===== config.mk =====
export PLATFORM = sky130hd
export DESIGN_NAME = uart_tx_flat
export DESIGN_NICKNAME = d
export VERILOG_FILES = /design/src/rtl/uart_tx_if.sv /design/src/rtl/uart_tx.sv /design/src/flat_wrapper.sv
export SDC_FILE = /design/constraint.sdc
export NUM_CORES = 1
export LEC_CHECK = 0
export ABC_AREA = 0
export ABC_CLOCK_PERIOD_IN_PS = 6300
export CORE_MARGIN = 5
export CORE_UTILIZATION = 55
export DETAILED_ROUTE_END_ITERATION = 12
export PLACE_DENSITY = 0.83
export REMOVE_ABC_BUFFERS = 1
export SLEW_MARGIN = 5
export SYNTH_ARGS = -nofsm -noshare
export SYNTH_HDL_FRONTEND = slang
export SYNTH_SLANG_ARGS = --single-unit

===== constraint.sdc =====
create_clock -name clk -period 6.3 [get_ports clk]
set_input_delay 0.945 -clock clk [delete_from_list [all_inputs] [get_ports clk]]
set_output_delay 0.945 -clock clk [all_outputs]
set_load 0.05 [all_outputs]

===== src/rtl/uart_tx_if.sv =====
// Byte handshake, baud strobe and serial line of the UART transmitter.
interface uart_tx_if;
  logic       tx_en;
  logic       tx_tick;
  logic       tx_start;
  logic [7:0] TX_DATA;
  logic       tx_out;
  logic       tx_ready;
  logic       tx_bussy;
  logic       tx_done;

  modport master (
    output tx_en, tx_tick, tx_start, TX_DATA,
    input  tx_out, tx_ready, tx_bussy, tx_done
  );

  modport slave (
    input  tx_en, tx_tick, tx_start, TX_DATA,
    output tx_out, tx_ready, tx_bussy, tx_done
  );
endinterface


===== src/rtl/uart_tx.sv =====
// 8-bit UART transmitter: start, data, optional parity, 1-2 stop bits,
// each bit held for one baud strobe interval.
module uart_tx #(
  parameter bit PARITY_EN  = 1'b0,
  parameter bit PARITY_ODD = 1'b0,
  parameter int STOP_BITS  = 1,
  parameter bit LSB_FIRST  = 1'b1
) (
  input logic      clk,
  input logic      rst,
  uart_tx_if.slave bus
);

  typedef enum logic [2:0] {
    IDLE, SYNC, START, DATA, PARITY, STOP
  } state_e;

  localparam logic [2:0] LAST_STOP = 3'(STOP_BITS - 1);

  state_e     state_q, state_d;
  logic [7:0] shift_q, shift_d;
  logic [2:0] cnt_q, cnt_d;
  logic       par_q, par_d;
  logic       tx_q, tx_d;
  logic       done_q, done_d;

  logic       accept;
  logic       head;
  logic [7:0] shifted;

  assign accept  = (state_q == IDLE) && bus.tx_en && bus.tx_start;
  assign head    = LSB_FIRST ? shift_q[0] : shift_q[7];
  assign shifted = LSB_FIRST ? {1'b0, shift_q[7:1]}
                             : {shift_q[6:0], 1'b0};

  always_comb begin
    state_d = state_q;
    shift_d = shift_q;
    cnt_d   = cnt_q;
    par_d   = par_q;
    tx_d    = tx_q;
    done_d  = 1'b0;
    unique case (state_q)
      IDLE: begin
        tx_d = 1'b1;
        if (accept) begin
          shift_d = bus.TX_DATA;
          par_d   = (^bus.TX_DATA) ^ PARITY_ODD;
          state_d = SYNC;
        end
      end
      // Wait for a fresh strobe so the start bit lasts a full period.
      SYNC: begin
        if (bus.tx_tick) begin
          state_d = START;
          tx_d    = 1'b0;
        end
      end
      START: begin
        if (bus.tx_tick) begin
          state_d = DATA;
          tx_d    = head;
          shift_d = shifted;
          cnt_d   = 3'd0;
        end
      end
      DATA: begin
        if (bus.tx_tick) begin
          if (cnt_q != 3'd7) begin
            cnt_d   = cnt_q + 3'd1;
            tx_d    = head;
            shift_d = shifted;
          end else if (PARITY_EN) begin
            state_d = PARITY;
            tx_d    = par_q;
          end else begin
            state_d = STOP;
            tx_d    = 1'b1;
            cnt_d   = 3'd0;
          end
        end
      end
      PARITY: begin
        if (bus.tx_tick) begin
          state_d = STOP;
          tx_d    = 1'b1;
          cnt_d   = 3'd0;
        end
      end
      STOP: begin
        if (bus.tx_tick) begin
          if (cnt_q == LAST_STOP) begin
            state_d = IDLE;
            done_d  = 1'b1;
            cnt_d   = 3'd0;
          end else begin
            cnt_d = cnt_q + 3'd1;
          end
        end
      end
      default: begin
        state_d = IDLE;
        tx_d    = 1'b1;
      end
    endcase
  end

  always_ff @(posedge clk or negedge rst) begin
    if (!rst) begin
      state_q <= IDLE;
      shift_q <= 8'd0;
      cnt_q   <= 3'd0;
      par_q   <= 1'b0;
      tx_q    <= 1'b1;
      done_q  <= 1'b0;
    end else begin
      state_q <= state_d;
      shift_q <= shift_d;
      cnt_q   <= cnt_d;
      par_q   <= par_d;
      tx_q    <= tx_d;
      done_q  <= done_d;
    end
  end

  assign bus.tx_out   = tx_q;
  assign bus.tx_ready = (state_q == IDLE) && bus.tx_en;
  assign bus.tx_bussy = (state_q != IDLE);
  assign bus.tx_done  = done_q;

endmodule


===== src/flat_wrapper.sv =====
// flat-port wrapper written by rule: the top's interface ports become plain ports
module uart_tx_flat 
#(
  parameter bit PARITY_EN  = 1'b0,
  parameter bit PARITY_ODD = 1'b0,
  parameter int STOP_BITS  = 1,
  parameter bit LSB_FIRST  = 1'b1
)
  (clk, rst, bus_tx_en, bus_tx_tick, bus_tx_start, bus_TX_DATA, bus_tx_out, bus_tx_ready, bus_tx_bussy, bus_tx_done);
  uart_tx_if bus_i ();
  input logic clk;
  input logic rst;
  input wire logic [$bits(bus_i.tx_en)-1:0] bus_tx_en;
  input wire logic [$bits(bus_i.tx_tick)-1:0] bus_tx_tick;
  input wire logic [$bits(bus_i.tx_start)-1:0] bus_tx_start;
  input wire logic [$bits(bus_i.TX_DATA)-1:0] bus_TX_DATA;
  output wire logic [$bits(bus_i.tx_out)-1:0] bus_tx_out;
  output wire logic [$bits(bus_i.tx_ready)-1:0] bus_tx_ready;
  output wire logic [$bits(bus_i.tx_bussy)-1:0] bus_tx_bussy;
  output wire logic [$bits(bus_i.tx_done)-1:0] bus_tx_done;
  assign bus_i.tx_en = bus_tx_en;
  assign bus_i.tx_tick = bus_tx_tick;
  assign bus_i.tx_start = bus_tx_start;
  assign bus_i.TX_DATA = bus_TX_DATA;
  assign bus_tx_out = bus_i.tx_out;
  assign bus_tx_ready = bus_i.tx_ready;
  assign bus_tx_bussy = bus_i.tx_bussy;
  assign bus_tx_done = bus_i.tx_done;
  uart_tx #(.PARITY_EN(PARITY_EN), .PARITY_ODD(PARITY_ODD), .STOP_BITS(STOP_BITS), .LSB_FIRST(LSB_FIRST)) u_core (.clk(clk), .rst(rst), .bus(bus_i));
endmodule

==> reports/qor.yml <==
clkSinkCount: 16
diodes: 0
vias: 765
slew_violations: 0
grt_pass1_vias: 744
track_usage_pct: 16.5
grt_pass1_wl_mm: 3.26
synth.distinct_cells: 28
wl_mm: 1.87
setup_viol: 0
cts_hold_buf: 0
worst_path_most_repeated_cell: "clkdlybuf4s50_1"
antenna_left: 0
detail_route.vias_per_cell: 5.75
cts_tree: "built"
status: "finished clean"
port_buffers: 16
crit_fanout: 3
cts_htree_levels: 1
synth_area_per_cell_um2: 10.5
tns_ns: 0
syn_inst: 93
first_iter_violations: 7
firstDrtPassIters: 4
min-delay-start: "u_core.shift_q[4]"
post-route-min-period_ns: 3.35
dp_hpwl_mm: 1.34
cts_max_path_buffers: 2
yosys_warnings: 0
drv_cap: 0
fmax_mhz: 298
hp-class: "reg2reg"
routabilityCongestion: 0.820
layout_common_cells: "clkdlybuf4s50_1 (16), mux2_2 (15), dfrtp_1 (15), o21ai_0 (8)"
die_height_um: 52.2
ios: 17
antenna_found_initial: 0
post-cts-setup-buffers: 0
initial_utilization_pct: 57.2
pwr-share-clk_pct: 11.1
end_kind: "output port"
grt-ovfl-total: 0
hold_slack_ns: 0.504
path_cells: "clkdlybuf4s50_1, inv_1, nor2_1, clkdlybuf4s50_1"
switching_share_pct: 38.7
p_switching_mw: 0.196
ys_seq_elements: 16
wl_per_cell_um: 14.1
dp_slack_ns: 2.95
start_kind: "input pin"
tightest_slew_ns: 0.695
clkLatencyLatePin_ns: 0.29
syn-cell-area_um2: 977
combinationalPowerShare_pct: 51.6
worst_slack_ns: 2.95
cts.clk_slew.worst_paths_ns: 0.09
clock_skew_ns: 0.00512
drive_gt1_share_pct: 20.4
maxSlewHeadroom_pct: 53.5
grt_setup_unrepaired: "false"
internal_power_mw: 0.310
p_seq_share_pct: 37.3
crit_type: "in2out"
grt_max_degree: 17
crit_path_top_delay_cell: "clkdlybuf4s50_1"
slowest_delay_ns: 0.80
p_per_area_nw_per_um2: 432
place_inst: 129
r2r_start: "u_core.state_q[2]"
layout.cells.non_filler: 133
power_leakage_nw: 0.502
finalHoldViolCount: 0
root_buffer: "clkbuf_4"
mostFrequentLayoutCell: "clkdlybuf4s50_1"
core-area_um2: 1710
cts-buffers-inserted: 3
rows: 15
startpoint: "bus_tx_en"
dieArea_um2: 2720
area_growth_syn_to_layout_pct: 19.8
drc: 0
nNetsFinal: 127
arrival_ns: 2.41
vdd_drop_max_uv: 273
ys_seq_area_share_pct: 41.1
worst-endpoint-required_ns: 5.35
post_cts_resize_count: 0
die_width_um: 52.2
timing.final.crit_share_pct: 53.2
registers in the layout, indices dropped and copies added (netlist names):
signal and cells:
u_core.bus.tx_out 1, u_core.bus.tx_done 1, u_core.shift_q 8, u_core.state_q 3, u_core.cnt_q 3
cells by family (layout without fill, tap and decap cells):
kind of cell / count (synthesis) / count (layout) / share of synthesized area, %
compound gates: 27 / 27 / 20.1
xor+xnor: 1 / 1 / 0.896
fa+ha+maj: 5 / 5 / 6.40
buf+inv: 11 / 26 / 4.74
flops: 16 / 16 / 41.1
mux: 15 / 15 / 17.3
simple gates: 18 / 18 / 9.47
path summary, 6_finish.rpt:
path / end / slack, ns / cells after the start
worst max-delay path: bus_tx_ready / 2.95 / 4
worst min-delay path: u_core.shift_q[4] / 0.50 / 1
worst max register to register: u_core.shift_q[6] / 3.77 / 5
worst min register to register: u_core.shift_q[4] / 0.50 / 1
max in group asynchronous: u_core.shift_q[2] / 4.79 / 1
min in group asynchronous: u_core.state_q[0] / 1.07 / 1
worst max-delay path: cells and delay by family:
family	cells	cell delay, ns
and+or+nand+nor	1	0.09
buffers and inverters	3	1.37
synthesized netlist by cell type:
cell       number  area share (%)
o2111ai_1       1            0.90
a221oi_4        1             2.7
dfstp_2         1             2.7
or3_1           1            0.64
a31oi_1         1            0.64
o211ai_1        2             1.5
nand2_1         4             1.5
a31o_2          1            0.90
dfrtp_1        15              38
o21bai_1        1            0.77
ha_1            5             6.4
or4bb_1         1             1.2
nand3b_1        1            0.77
a41oi_1         1            0.90
buf_2           1            0.51
clkbuf_1        3             1.2
buf_4           1            0.77
a21oi_1         6             3.1
o21ai_0         8             4.1
nor2_1          6             2.3
xnor2_1         1            0.90
a211o_1         1            0.90
inv_1           6             2.3
mux2_2         15              17
a21bo_2         1             1.0
nor3_1          1            0.51
nor2b_1         4             2.6
a22o_1          3             2.7
metal layers:
layer / global-route usage, % / part of all wire (%) / vias to the layer above
met1: 19.5 / 46 / 371
li1: - / - / 366
met4: 8.94 / 1.9 / 0
met2: 27.4 / 47 / 22
met3: 4.01 / 5.4 / 6
met5: 0 / 0 / -
cell type report:
class,count,area (µm²)
clock buffer,4,26.3
fill,135,537
inverter,6,22.5
multi-input combinational,66,529
sequential,16,402
tap,25,31.3
timing repair buffer,16,160
power groups by stage:
| stage | Sequential (mW) | Combinational [mW] | Clock [mW] |
|---|---|---|---|
| after floorplan | 0.192 | 0.196 | 0 |
| after global placement | 0.188 | 0.250 | 0 |
| after detailed placement | 0.190 | 0.260 | 0 |
| after CTS | 0.188 | 0.263 | 0.0585 |
| after global routing | 0.195 | 0.291 | 0.0631 |
| final | 0.189 | 0.261 | 0.0561 |
metrics by stage:
step	util (%)	instance area (µm²)	power, mW
after floorplan	-	953	0.388
after global placement	67.0	1140	0.438
after detailed placement	67.0	1140	0.451
final	68.6	1170	0.506
after CTS	68.6	1170	0.509
after global routing	68.6	1170	0.549
No activity file was read; power rests on OpenSTA's default activity.
